## src/rtl/hazard_flush_ctrl.sv

```systemverilog
// hazard_flush_ctrl: load-use/branch-flush/memory-wait pipeline control; HAZARD_PERF_CNT_EN adds perf counters
module hazard_flush_ctrl #(
    parameter int FLUSH_CYCLES = 2,
    parameter int MEM_TIMEOUT  = 255
) (
    input  logic        sys_clk,
    input  logic        sys_start,
    input  logic [4:0]  id_rs1_i,
    input  logic [4:0]  id_rs2_i,
    input  logic        id_rs1_used_i,
    input  logic        id_rs2_used_i,
    input  logic        ex_memread_i,
    input  logic [4:0]  ex_regdst_i,
    input  logic        ex_branch_taken_i,
    input  logic        dmem_req_i,
    input  logic        dmem_ready_i,
    output logic        pc_write_o,
    output logic        ifid_write_o,
    output logic        ifid_flush_o,
    output logic        idex_flush_o,
    output logic        mem_stall_o,
    output logic        mem_err_o,
`ifdef HAZARD_PERF_CNT_EN
    output logic [31:0] stall_cnt_o,
    output logic [31:0] flush_cnt_o,
    output logic [31:0] memwait_cnt_o,
`endif
    output logic [1:0]  state_o
);
    typedef enum logic [1:0] {BOOT = 2'd0, RUN = 2'd1, FLUSH = 2'd2, MEM_WAIT = 2'd3} state_e;
    localparam logic [3:0]  FLUSH_LOAD = 4'(FLUSH_CYCLES - 1);
    localparam logic [15:0] TIMEOUT    = 16'(MEM_TIMEOUT);
    state_e      state_q, state_d;
    logic [3:0]  fcnt_q, fcnt_d;
    logic [15:0] wcnt_q, wcnt_d;
    logic        err_q, err_d;
    logic        load_use, mem_wait;
    logic        pc_w, ifid_w, ifid_f, idex_f, stall;
    always_comb begin
        load_use = ex_memread_i && ex_regdst_i != 5'd0 &&
                   ((id_rs1_used_i && id_rs1_i == ex_regdst_i) || (id_rs2_used_i && id_rs2_i == ex_regdst_i));
        mem_wait = dmem_req_i && !dmem_ready_i;
        state_d  = state_q;
        fcnt_d   = fcnt_q;
        wcnt_d   = wcnt_q;
        pc_w     = 1'b0;
        ifid_w   = 1'b0;
        ifid_f   = 1'b0;
        idex_f   = 1'b0;
        stall    = 1'b0;
        if (state_q == BOOT) begin
            ifid_f  = 1'b1;
            idex_f  = 1'b1;
            state_d = RUN;
        end else if (mem_wait && state_q != MEM_WAIT) begin
            stall   = 1'b1;
            wcnt_d  = 16'd1;
            state_d = MEM_WAIT;
        end else if (mem_wait) begin
            stall  = 1'b1;
            wcnt_d = (wcnt_q == TIMEOUT) ? wcnt_q : wcnt_q + 16'd1;
        end else if (state_q == FLUSH || (state_q == MEM_WAIT && fcnt_q != 4'd0)) begin
            // a flush interrupted by a memory wait resumes here with its remaining count
            {pc_w, ifid_w, ifid_f, idex_f} = 4'hf;
            fcnt_d  = (fcnt_q <= 4'd1) ? 4'd0 : fcnt_q - 4'd1;
            state_d = (fcnt_q <= 4'd1) ? RUN : FLUSH;
        end else if (ex_branch_taken_i) begin
            {pc_w, ifid_w, ifid_f, idex_f} = 4'hf;
            fcnt_d  = (FLUSH_CYCLES > 1) ? FLUSH_LOAD : 4'd0;
            state_d = (FLUSH_CYCLES > 1) ? FLUSH : RUN;
        end else if (load_use) begin
            idex_f  = 1'b1;
            state_d = RUN;
        end else begin
            pc_w    = 1'b1;
            ifid_w  = 1'b1;
            state_d = RUN;
        end
        err_d = err_q || (stall && wcnt_d == TIMEOUT);
    end
    always_ff @(posedge sys_clk or negedge sys_start) begin
        if (!sys_start) begin
            state_q <= BOOT;
            fcnt_q  <= 4'd0;
            wcnt_q  <= 16'd0;
            err_q   <= 1'b0;
        end else begin
            state_q <= state_d;
            fcnt_q  <= fcnt_d;
            wcnt_q  <= wcnt_d;
            err_q   <= err_d;
        end
    end
    // outputs are held inactive while reset is asserted
    assign pc_write_o   = pc_w && sys_start;
    assign ifid_write_o = ifid_w && sys_start;
    assign ifid_flush_o = ifid_f && sys_start;
    assign idex_flush_o = idex_f && sys_start;
    assign mem_stall_o  = stall && sys_start;
    assign mem_err_o    = err_q;
    assign state_o      = state_q;
`ifdef HAZARD_PERF_CNT_EN
    logic [31:0] stall_cnt_q, stall_cnt_d, flush_cnt_q, flush_cnt_d, memwait_cnt_q, memwait_cnt_d;
    always_comb begin
        stall_cnt_d   = stall_cnt_q + {31'd0, idex_f && !ifid_f};
        flush_cnt_d   = flush_cnt_q + {31'd0, ifid_f && state_q != BOOT};
        memwait_cnt_d = memwait_cnt_q + {31'd0, stall};
    end
    always_ff @(posedge sys_clk or negedge sys_start) begin
        if (!sys_start) begin
            stall_cnt_q   <= 32'd0;
            flush_cnt_q   <= 32'd0;
            memwait_cnt_q <= 32'd0;
        end else begin
            stall_cnt_q   <= stall_cnt_d;
            flush_cnt_q   <= flush_cnt_d;
            memwait_cnt_q <= memwait_cnt_d;
        end
    end
    assign stall_cnt_o   = stall_cnt_q;
    assign flush_cnt_o   = flush_cnt_q;
    assign memwait_cnt_o = memwait_cnt_q;
`endif
endmodule
```

## config.mk

```make
export PLATFORM = sky130hd
export DESIGN_NAME = hazard_flush_ctrl
export DESIGN_NICKNAME = d
export VERILOG_FILES = /design/src/rtl/hazard_flush_ctrl.sv
export SDC_FILE = /design/constraint.sdc
export NUM_CORES = 1
export LEC_CHECK = 0
export BUFFER_PORTS_ARGS = -buffer_cell sky130_fd_sc_hd__buf_4
export CORE_ASPECT_RATIO = 1.4
export CORE_MARGIN = 2
export CORE_UTILIZATION = 50
export CTS_CLUSTER_SIZE = 28
export DETAILED_ROUTE_END_ITERATION = 12
export GPL_TIMING_DRIVEN = 0
export HOLD_SLACK_MARGIN = 0.08
export PLACE_DENSITY = 0.73
export SETUP_SLACK_MARGIN = 0.3
export SLEW_MARGIN = 20
export SYNTH_ARGS = -nofsm -noshare
export SYNTH_HDL_FRONTEND = slang
export SYNTH_SLANG_ARGS = --single-unit
export TNS_END_PERCENT = 5
```

## constraint.sdc

```tcl
create_clock -name sys_clk -period 1.85 [get_ports sys_clk]
set_input_delay 0.37 -clock sys_clk [delete_from_list [all_inputs] [get_ports sys_clk]]
set_output_delay 0.37 -clock sys_clk [all_outputs]
set_load 0.01 [all_outputs]
```

==> metrics <==
RSZ-0062 raised after global routing yes; CP endpoint kind primary output; endpoints failing setup 4; Final Hold Violating Endpoints 0; CTS tree done; critical path depth 7; final core area utilization 0.707; Via density 6.16; Tcrit/Tclk final 1.15; Final ANT Viol Nets 0; share of cells above drive strength 1 0.409; P_leak 1.02 nW; status finished, violations left; setup ws final -275 ps; initial core utilization 0.511; CP max FO 3; Area Growth Syn to Fin 38.4%; crit path buf inv count 3; Mapped Nets 226; Post-DP HPWL 3130 µm; iteration count of the initial detailed-routing pass 4; Synth Area in Compound Gates 0.225; Cell Pwr Density 1060 mW/mm²; mean post-synth cell area 8.51 µm²; combinational family with the most area after synthesis simple AND/OR/NAND/NOR gates; synthesized flop and latch total 23; Worst Setup Path Type primary input to primary output; vias in the first global route 1,719; multiplexer share of the synthesized area 0; worst path arrival time 1760 ps; Slew Viols, Final 0; first-pass GRT wire length 7610 µm; Slew headroom 0.641; slowest CP cell or4_1; top cell type by total area after synthesis dfrtp_1; Die Y 72.9 µm; Die Footprint 0.00388 mm²; Worst-path clk slew 90 ps; Synth Area in Adders 0.0362; Critical Path, Cell by Cell buf_6 -> or4_1 -> o211ai_1 -> nor3_2 -> nor3_2 -> buf_4 -> buf_6; total power 2.48 mW; Max-Cap Viols 0; Clock Latency Late Sink 280 ps; Final nets 270; Placed Instances 269; Netlist Area Pre-Place 0.00169 mm²; # IOs 31; distinct cell type count after synthesis 48; WHS 203 ps; maximum VDD drop 1020 µV; initial antenna violation count 0; Startpoint Class primary input; post-synthesis sequential area ratio 0.340; r2r setup slk -250 ps; Largest delay share family, worst path simple AND/OR/NAND/NOR gates; Post-Synthesis Cells 199; Clock Tree Buf Depth 2; via count 1,738; H-tree levels 1; post-synth top area share 0.340; pin count of the biggest net entering global routing 24; GR Util All Layers 0.265; row cnt 25; gp weighted congestion 0.824; Port Buf Inserts 30; failing checks negative setup slack; Synth area leaders dfrtp_1 34%, o21ai_0 5.6%, xor2_1 5.2%; Routed WL 4730 µm; DR DRC count 0; Core Footprint 0.00332 mm²; Final Skew 6.19 ps; total negative slack -942 ps; Least-Margin Pin Slew 539 ps; # clock sinks 23; largest stage delay on the critical path 520 ps; Die W 53.2 µm; Register-to-Register Path Depth 8; yosys warns 0; Tmin final 2130 ps; Post-Layout Cell Count 282; FILL cells 282; First DRT Iteration DRCs 42; CTS Buf Count 3; GR Overflow Total 0; fmax 471 MHz; Avg WL per Cell 16.8 µm; Hold Crit Class primary input to async pin; simple logic cell fraction of the synthesized area 0.274; CP required 1480 ps; xor and xnor area share after synthesis 0.0724; n_diodes 0; clock root buffer clkbuf_8
==> final cells by class <==
class                           instances  area [µm²]  share of cell area
Multi-Input combinational cell        158        1230               0.523
Sequential cell                        23         588               0.251
Timing Repair Buffer                   39         324               0.138
Buffer                                  8        68.8              0.0293
Tap cell                               40        50.0              0.0213
Clock buffer                            3        41.3              0.0176
Inverter                               10        37.5              0.0160
Clock inverter                          1        7.51             0.00320
==> power by group <==
group | total (mW) | internal (mW) | switching [mW]
combinational | 1.34 | 0.590 | 0.750
sequential | 0.801 | 0.620 | 0.181
clock | 0.335 | 0.153 | 0.182
==> cell usage in the layout (no fill, tap or decap), types with 3 or more instances in the layout <==
| master | Yosys | routed |
|---|---|---|
| buf_4 | 3 | 33 |
| nand2_1 | 19 | 17 |
| nor2_1 | 19 | 15 |
| dfrtp_1 | 23 | 13 |
| buf_6 | 1 | 12 |
| o21ai_0 | 19 | 12 |
| dfrtp_2 | 0 | 10 |
| nand3_1 | 11 | 9 |
| a31oi_1 | 10 | 9 |
| xor2_1 | 10 | 9 |
| inv_1 | 10 | 7 |
| o21ai_1 | 3 | 7 |
| o31ai_1 | 8 | 6 |
| nor4_4 | 2 | 4 |
| xnor2_1 | 4 | 4 |
| inv_2 | 0 | 3 |
| nand2b_1 | 3 | 3 |
| a21oi_2 | 1 | 3 |
| and4b_1 | 3 | 3 |
| clkbuf_8 | 0 | 3 |
==> metrics by stage <==
stage | setup WS, ps | cell area (µm²)
6_report | -275 | 2340
4_1_cts | -315 | 2200
5_1_grt | -380 | 2340
3_5_place_dp | -385 | 1980
2_1_floorplan | -97.7 | 1710
3_3_place_gp | -355 | 1980
==> worst register-to-register path, delay by kind of cell (launching register included) <==
family	cells	cell delay (ps)
compound gates	4	680
buf+inv	1	220
flops	1	460
simple gates	3	630
==> registers in the layout (all words and copies together) (netlist names) <==
signal     flops
wcnt_q        16
state_o        2
fcnt_q         4
mem_err_o      1
==> cells in the mapped netlist (all sizes together) <==
library cell	number
dfrtp	23
o21ai	22
nand2	19
nor2	19
nand3	12
a31oi	10
inv	10
xor2	10
buf	8
o31ai	8
nor4	6
a21oi	5
ha	4
nor3	4
xnor2	4
and3	3
and4b	3
nand2b	3
a22o	2
and2	2
nand4	2
o211ai	2
o21bai	2
or4	2
a211oi	1
a21boi	1
a22oi	1
a41o	1
a41oi	1
and4	1
maj3	1
nand4b	1
nor2b	1
nor3b	1
o2111a	1
o31a	1
o41ai	1
or2	1
==> what timing repair did <==
| action | CTS | global route |
|---|---|---|
| hold buffers | 1 | 0 |
| pin swaps | 22 | 30 |
| buffers inserted | 3 | 5 |
| hold endpoints to repair | 23 | 0 |
| endpoints found under the setup margin | 27 | 27 |
| resized for setup | 34 | 35 |
==> per-layer routing <==
layer	part of all wire	global-route usage	vias to the layer above
met5	0	0	-
met4	0.044	0.134	0
met3	0.056	0.0348	18
met2	0.54	0.476	75
met1	0.37	0.295	826
li1	-	-	819
==> cell families (layout without fill, tap and decap cells) <==
family / Yosys count / after routing
and+or+nand+nor: 80 / 80
AOI/OAI and AO/OA: 59 / 59
DFF: 23 / 23
buffers and inverters: 18 / 61
xor gates and xnor gates: 14 / 14
adders and majority gates: 5 / 5
==> worst paths after layout <==
kind / from / endpoint
setup / recovery: ex_regdst_i[4] / pc_write_o
hold / removal: sys_start / wcnt_q[6]$_DFF_PN0_
setup reg to reg: wcnt_q[0]$_DFF_PN0_ / mem_err_o$_DFF_PN0_
hold reg to reg: mem_err_o$_DFF_PN0_ / mem_err_o$_DFF_PN0_
max in group asynchronous: sys_start / wcnt_q[10]$_DFF_PN0_
min in group sys_clk: ex_branch_taken_i / state_o[1]$_DFFE_PN0P_
No activity file was read; power rests on OpenSTA's default activity.
